<file path="src/rtl/fwd_hazard_unit.sv">
// fwd_hazard_unit: EX operand forwarding with load-use interlock and per-operand hold buffer
module fwd_hazard_unit #(
  parameter int NSRC  = 2,
  parameter int NSTG  = 2,
  parameter int REGW  = 5,
  parameter int DATAW = 32,
  parameter int CNTW  = 16
) (
  input  logic                  CLK,
  input  logic                  nRST,
  input  logic                  ex_valid,
  input  logic                  ex_stall,
  input  logic                  flush,
  input  logic [NSRC*REGW-1:0]  rsel_ex,
  input  logic [NSTG*REGW-1:0]  dsel,
  input  logic [NSTG-1:0]       dwen,
  input  logic [NSTG-1:0]       dload,
  input  logic [NSTG*DATAW-1:0] dval,
  output logic [NSRC-1:0]       fwd_use,
  output logic [NSRC*DATAW-1:0] fwd_data,
  output logic                  hazard_stall,
  output logic [CNTW-1:0]       stall_cnt
);
  logic [NSRC-1:0] unresolved;
  logic advance;
  assign hazard_stall = ex_valid & ~flush & (|unresolved);
  assign advance = (ex_valid & ~ex_stall & ~hazard_stall) | flush;
  genvar i;
  generate
    for (i = 0; i < NSRC; i++) begin : g_op
      logic [REGW-1:0]  rsel;
      logic             hit, hitLoad, holdValid, capture;
      logic [DATAW-1:0] hitData, holdData;
      assign rsel = rsel_ex[i*REGW +: REGW];
      // Scan from the farthest stage inward so the nearest match overwrites.
      always_comb begin
        hit = 1'b0;
        hitLoad = 1'b0;
        hitData = '0;
        for (int k = NSTG - 1; k >= 0; k--)
          if (dwen[k] && dsel[k*REGW +: REGW] == rsel && rsel != '0) begin
            hit = 1'b1;
            hitLoad = dload[k];
            hitData = dval[k*DATAW +: DATAW];
          end
      end
      assign capture = ~holdValid & hit & ~hitLoad;
      assign unresolved[i] = ~holdValid & hit & hitLoad;
      assign fwd_use[i] = holdValid | capture;
      assign fwd_data[i*DATAW +: DATAW] = holdValid ? holdData : capture ? hitData : '0;
      always_ff @(posedge CLK or negedge nRST)
        if (!nRST) begin
          holdValid <= 1'b0;
          holdData <= '0;
        end else if (advance || !ex_valid) begin
          holdValid <= 1'b0;
        end else if (capture) begin
          holdValid <= 1'b1;
          holdData <= hitData;
        end
    end
  endgenerate
  always_ff @(posedge CLK or negedge nRST)
    if (!nRST) stall_cnt <= '0;
    else if (hazard_stall && stall_cnt != '1) stall_cnt <= stall_cnt + 1'b1;
endmodule

</file>
<file path="config.mk">
export PLATFORM = sky130hd
export DESIGN_NAME = fwd_hazard_unit
export DESIGN_NICKNAME = d
export VERILOG_FILES = /design/src/rtl/fwd_hazard_unit.sv
export SDC_FILE = /design/constraint.sdc
export NUM_CORES = 1
export LEC_CHECK = 0
export CELL_PAD_IN_SITES_DETAIL_PLACEMENT = 1
export CELL_PAD_IN_SITES_GLOBAL_PLACEMENT = 2
export CORE_MARGIN = 8
export CORE_UTILIZATION = 28
export DETAILED_ROUTE_END_ITERATION = 16
export PLACE_DENSITY = 0.8
export SLEW_MARGIN = 20
export SYNTH_ARGS = -nofsm -noshare
export SYNTH_HDL_FRONTEND = slang
export SYNTH_SLANG_ARGS = --single-unit
</file>
<file path="constraint.sdc">
create_clock -name CLK -period 3.65 [get_ports CLK]
set_clock_uncertainty 0.2 [all_clocks]
set_input_delay 0.73 -clock CLK [delete_from_list [all_inputs] [get_ports CLK]]
set_output_delay 0.73 -clock CLK [all_outputs]
set_load 0.05 [all_outputs]
</file>
==> flow_metrics.py <==
metrics = {
    "run_status": {
        "run_status": "finished with violations",
        "violations": "negative setup slack",
    },
    "critical_path": {
        "timing.rr.start": "g_op[1].holdValid",
        "cp.arrival_ns": 2.92,
        "max_stage_delay_ns": 0.39,
        "ff2ff_setup_slack_ns": 1.16,
        "cp-start-kind": "primary input",
        "critPathSlowestCell": "or3_4",
        "cp_max_fo": 8,
        "cp.required_ns": 2.72,
        "cp-end-kind": "primary output",
        "crit_chain": "buf_6 > buf_4 > xnor2_2 > nand2_2 > or3_4 > or3_4 > a21o_4 > buf_6 > buf_12 > o21ai_4 > buf_12",
        "reg2reg_depth": 5,
        "crit_family": "simple AND/OR/NAND/NOR gates",
        "worstReg2RegEnd": "g_op[0].holdData[31]",
        "critPathKind": "primary input to primary output",
        "worst-path-buf-inv": 5,
    },
    "routing": {
        "drt_wl_total_microns": 24500,
        "ant_nets": 0,
        "remaining_drc_errors": 0,
        "drt_first_pass_iters": 4,
        "viasPerCell": 5.29,
        "wl_per_cell_microns": 23.4,
        "drtIter0Drc": 177,
        "vias": 5538,
    },
    "floorplan": {
        "core-area_sq_mm": 0.0186,
        "dieHeight_microns": 153,
        "die_w_microns": 153,
        "pin_count": 176,
        "rows": 50,
        "initial_core_util_pct": 28.4,
        "die_area_sq_mm": 0.0235,
    },
    "pwr": {
        "power.density_mw_per_mm2": 241,
        "fin_total_pwr_mw": 2.50,
        "peakVddDrop_mv": 0.218,
        "p_leak_nw": 4.47,
    },
    "yosys": {
        "synth_flop_cell": "dfrtp_1",
        "yosys.area.top_type": "dfrtp_1",
        "synth_edf_count": 0,
        "yosysSeqAreaShare_pct": 38.9,
        "synth_area_leaders": "dfrtp_1, mux2i_1, o21ai_0, a22o_1, xnor2_1",
        "ys_warn_count": 0,
        "synth_seq_cells": 82,
        "synth_area_sq_mm": 0.00528,
        "avgSynthCellArea_sq_um": 9.64,
        "netlist.area_leader.share_pct": 38.9,
        "synth_fp_nets": 642,
        "synth_cell_type_count": 40,
        "netlist_instances": 548,
        "ys_async_sr_fraction_pct": 100,
    },
    "placed_design": {
        "place.gp.congestion": 0.845,
        "io_buffers": 175,
        "place_hpwl_microns": 15600,
        "dp.cells": 986,
    },
    "clock_network": {
        "clk_latency_ns": 0.35,
        "clk_pin_slew_ns": 0.06,
        "clock_path_buffers": 2,
        "cts_tree": "built",
        "cts_buffers": 9,
        "root_buffer": "clkbuf_16",
        "htree_levels": 3,
        "ctsHoldBuffers": 0,
        "cts.sinks": 82,
    },
    "min_path": {
        "hold_path_class": "primary input to asynchronous set/reset pin",
    },
    "final_layout": {
        "instances_no_fill": 1046,
        "syn2layout_area_growth_pct": 96.7,
        "fillCellCount": 1887,
        "drive_above_1_share_pct": 43.8,
        "nets": 898,
        "post-route-util_pct": 55.9,
    },
    "timing": {
        "holdWs_ns": 0.150,
        "tightest_slew_ns": 0.610,
        "finalHoldViolCount": 0,
        "final.period_utilization_pct": 105,
        "rsz0062_at_grt": "yes",
        "setup_tns_ns": -5.57,
        "relSlewSlack_pct": 59.3,
        "setup_viol": 57,
        "setup_ws_ns": -0.198,
        "finalCriticalPeriod_ns": 3.85,
        "drv_slew": 0,
        "maxClockFrequency_mhz": 260,
    },
    "global_route": {
        "grt_overflow_total": 0,
        "grtUsageTotal_pct": 20.6,
        "grt_pass1_wl_microns": 37700,
        "grt_antenna_before_repair": 3,
        "first_global_vias": 6340,
        "grt_max_degree": 41,
    },
    "flow_run": {
        "cap_violations": 0,
    },
}
[worst max-delay path by stage]
stage | slack, ns | cells past startpoint | startpoint | endpoint
after floorplan | -0.09 | 7 | rsel_ex[1] | fwd_data[10]
after global placement | -0.37 | 9 | rsel_ex[6] | fwd_data[41]
after detailed placement | -0.44 | 11 | rsel_ex[4] | g_op[0].holdData[31]
after CTS | -0.17 | 10 | rsel_ex[9] | fwd_data[35]
after global routing | -0.25 | 10 | rsel_ex[8] | fwd_data[41]
final | -0.20 | 11 | rsel_ex[9] | fwd_data[41]
[kinds of logic (layout without fill, tap and decap cells)]
group | count (synthesis) | count (layout) | share of synthesized area (%)
compound gates | 134 | 134 | 16.8
xor+xnor | 35 | 35 | 5.80
fa+ha+maj | 1 | 1 | 0.237
buf+inv | 75 | 336 | 6.54
flops | 82 | 82 | 38.9
mux | 100 | 100 | 19.7
other cells | 0 | 3 | 0
simple gates | 121 | 121 | 12.0
[repair_timing]
item,4_1_cts,5_1_grt
setup endpoints to repair,81,66
pin swaps,59,40
endpoints found under the hold margin,0,0
setup buffers,26,9
gates cloned,10,0
resized for setup,195,40
[layout make-up]
type                            count  area, sq um  share of cell area [%]
Clock inverter                      4         50.0                   0.482
Timing Repair Buffer              286         3650                    35.1
Multi-Input combinational cell    391         3950                    38.0
Sequential cell                    82         2050                    19.8
Antenna cell                        3         7.51                  0.0723
Inverter                           34          128                    1.23
Tap cell                          234          293                    2.82
Clock buffer                       12          256                    2.47
[Yosys cell counts, types with 3 or more instances]
cell,count
nand3_1,6
nand2_1,68
a22oi_1,32
a22o_1,32
and3_1,9
mux2_2,22
clkbuf_1,31
mux2i_1,67
o21ai_0,65
mux2_1,11
xnor2_1,31
nand2b_1,3
nand4_1,11
dfrtp_1,82
buf_12,3
xor2_1,4
inv_1,34
buf_2,6
[power by group]
| group | total (mW) | switching (mW) | internal, mW |
|---|---|---|---|
| combinational | 0.543 | 0.277 | 0.266 |
| sequential | 1.00 | 0.0369 | 0.966 |
| clock | 0.954 | 0.387 | 0.567 |
[placed cells by master, fill, tap and decap left out, types with 4 or more instances in the layout]
cell type,n
mux2i_2,8
buf_6,11
mux2_1,11
clkdlybuf4s50_1,84
buf_4,83
a22o_1,32
mux2_2,22
dlygate4sd2_1,4
buf_2,8
dfrtp_1,82
o21ai_4,62
a22oi_2,12
nand4_1,11
xnor2_1,22
buf_16,8
and3_1,9
inv_1,34
nand2_1,67
mux2i_1,53
xnor2_2,7
clkbuf_16,9
nand3_1,6
a22oi_1,20
buf_12,81
mux2i_4,6
[per-stage QoR]
step	cell area, sq um	worst slack (ns)
after floorplan	5650	-0.0931
after detailed placement	8780	-0.443
after global routing	10400	-0.251
final	10400	-0.198
after global placement	8780	-0.370
after CTS	10200	-0.172
[registers in the layout, indices dropped and copies added, names as in the netlist]
register        flops
g_op.holdValid      2
g_op.holdData      64
stall_cnt          16
[routing by layer]
layer	up-vias	GRT usage (%)	wire, microns
li1	2486	-	-
met1	2854	22.7	9460
met2	155	37.1	12900
met3	43	4.96	1400
met4	0	9.01	675
met5	-	0	0
(Power assumes the default switching activity.)
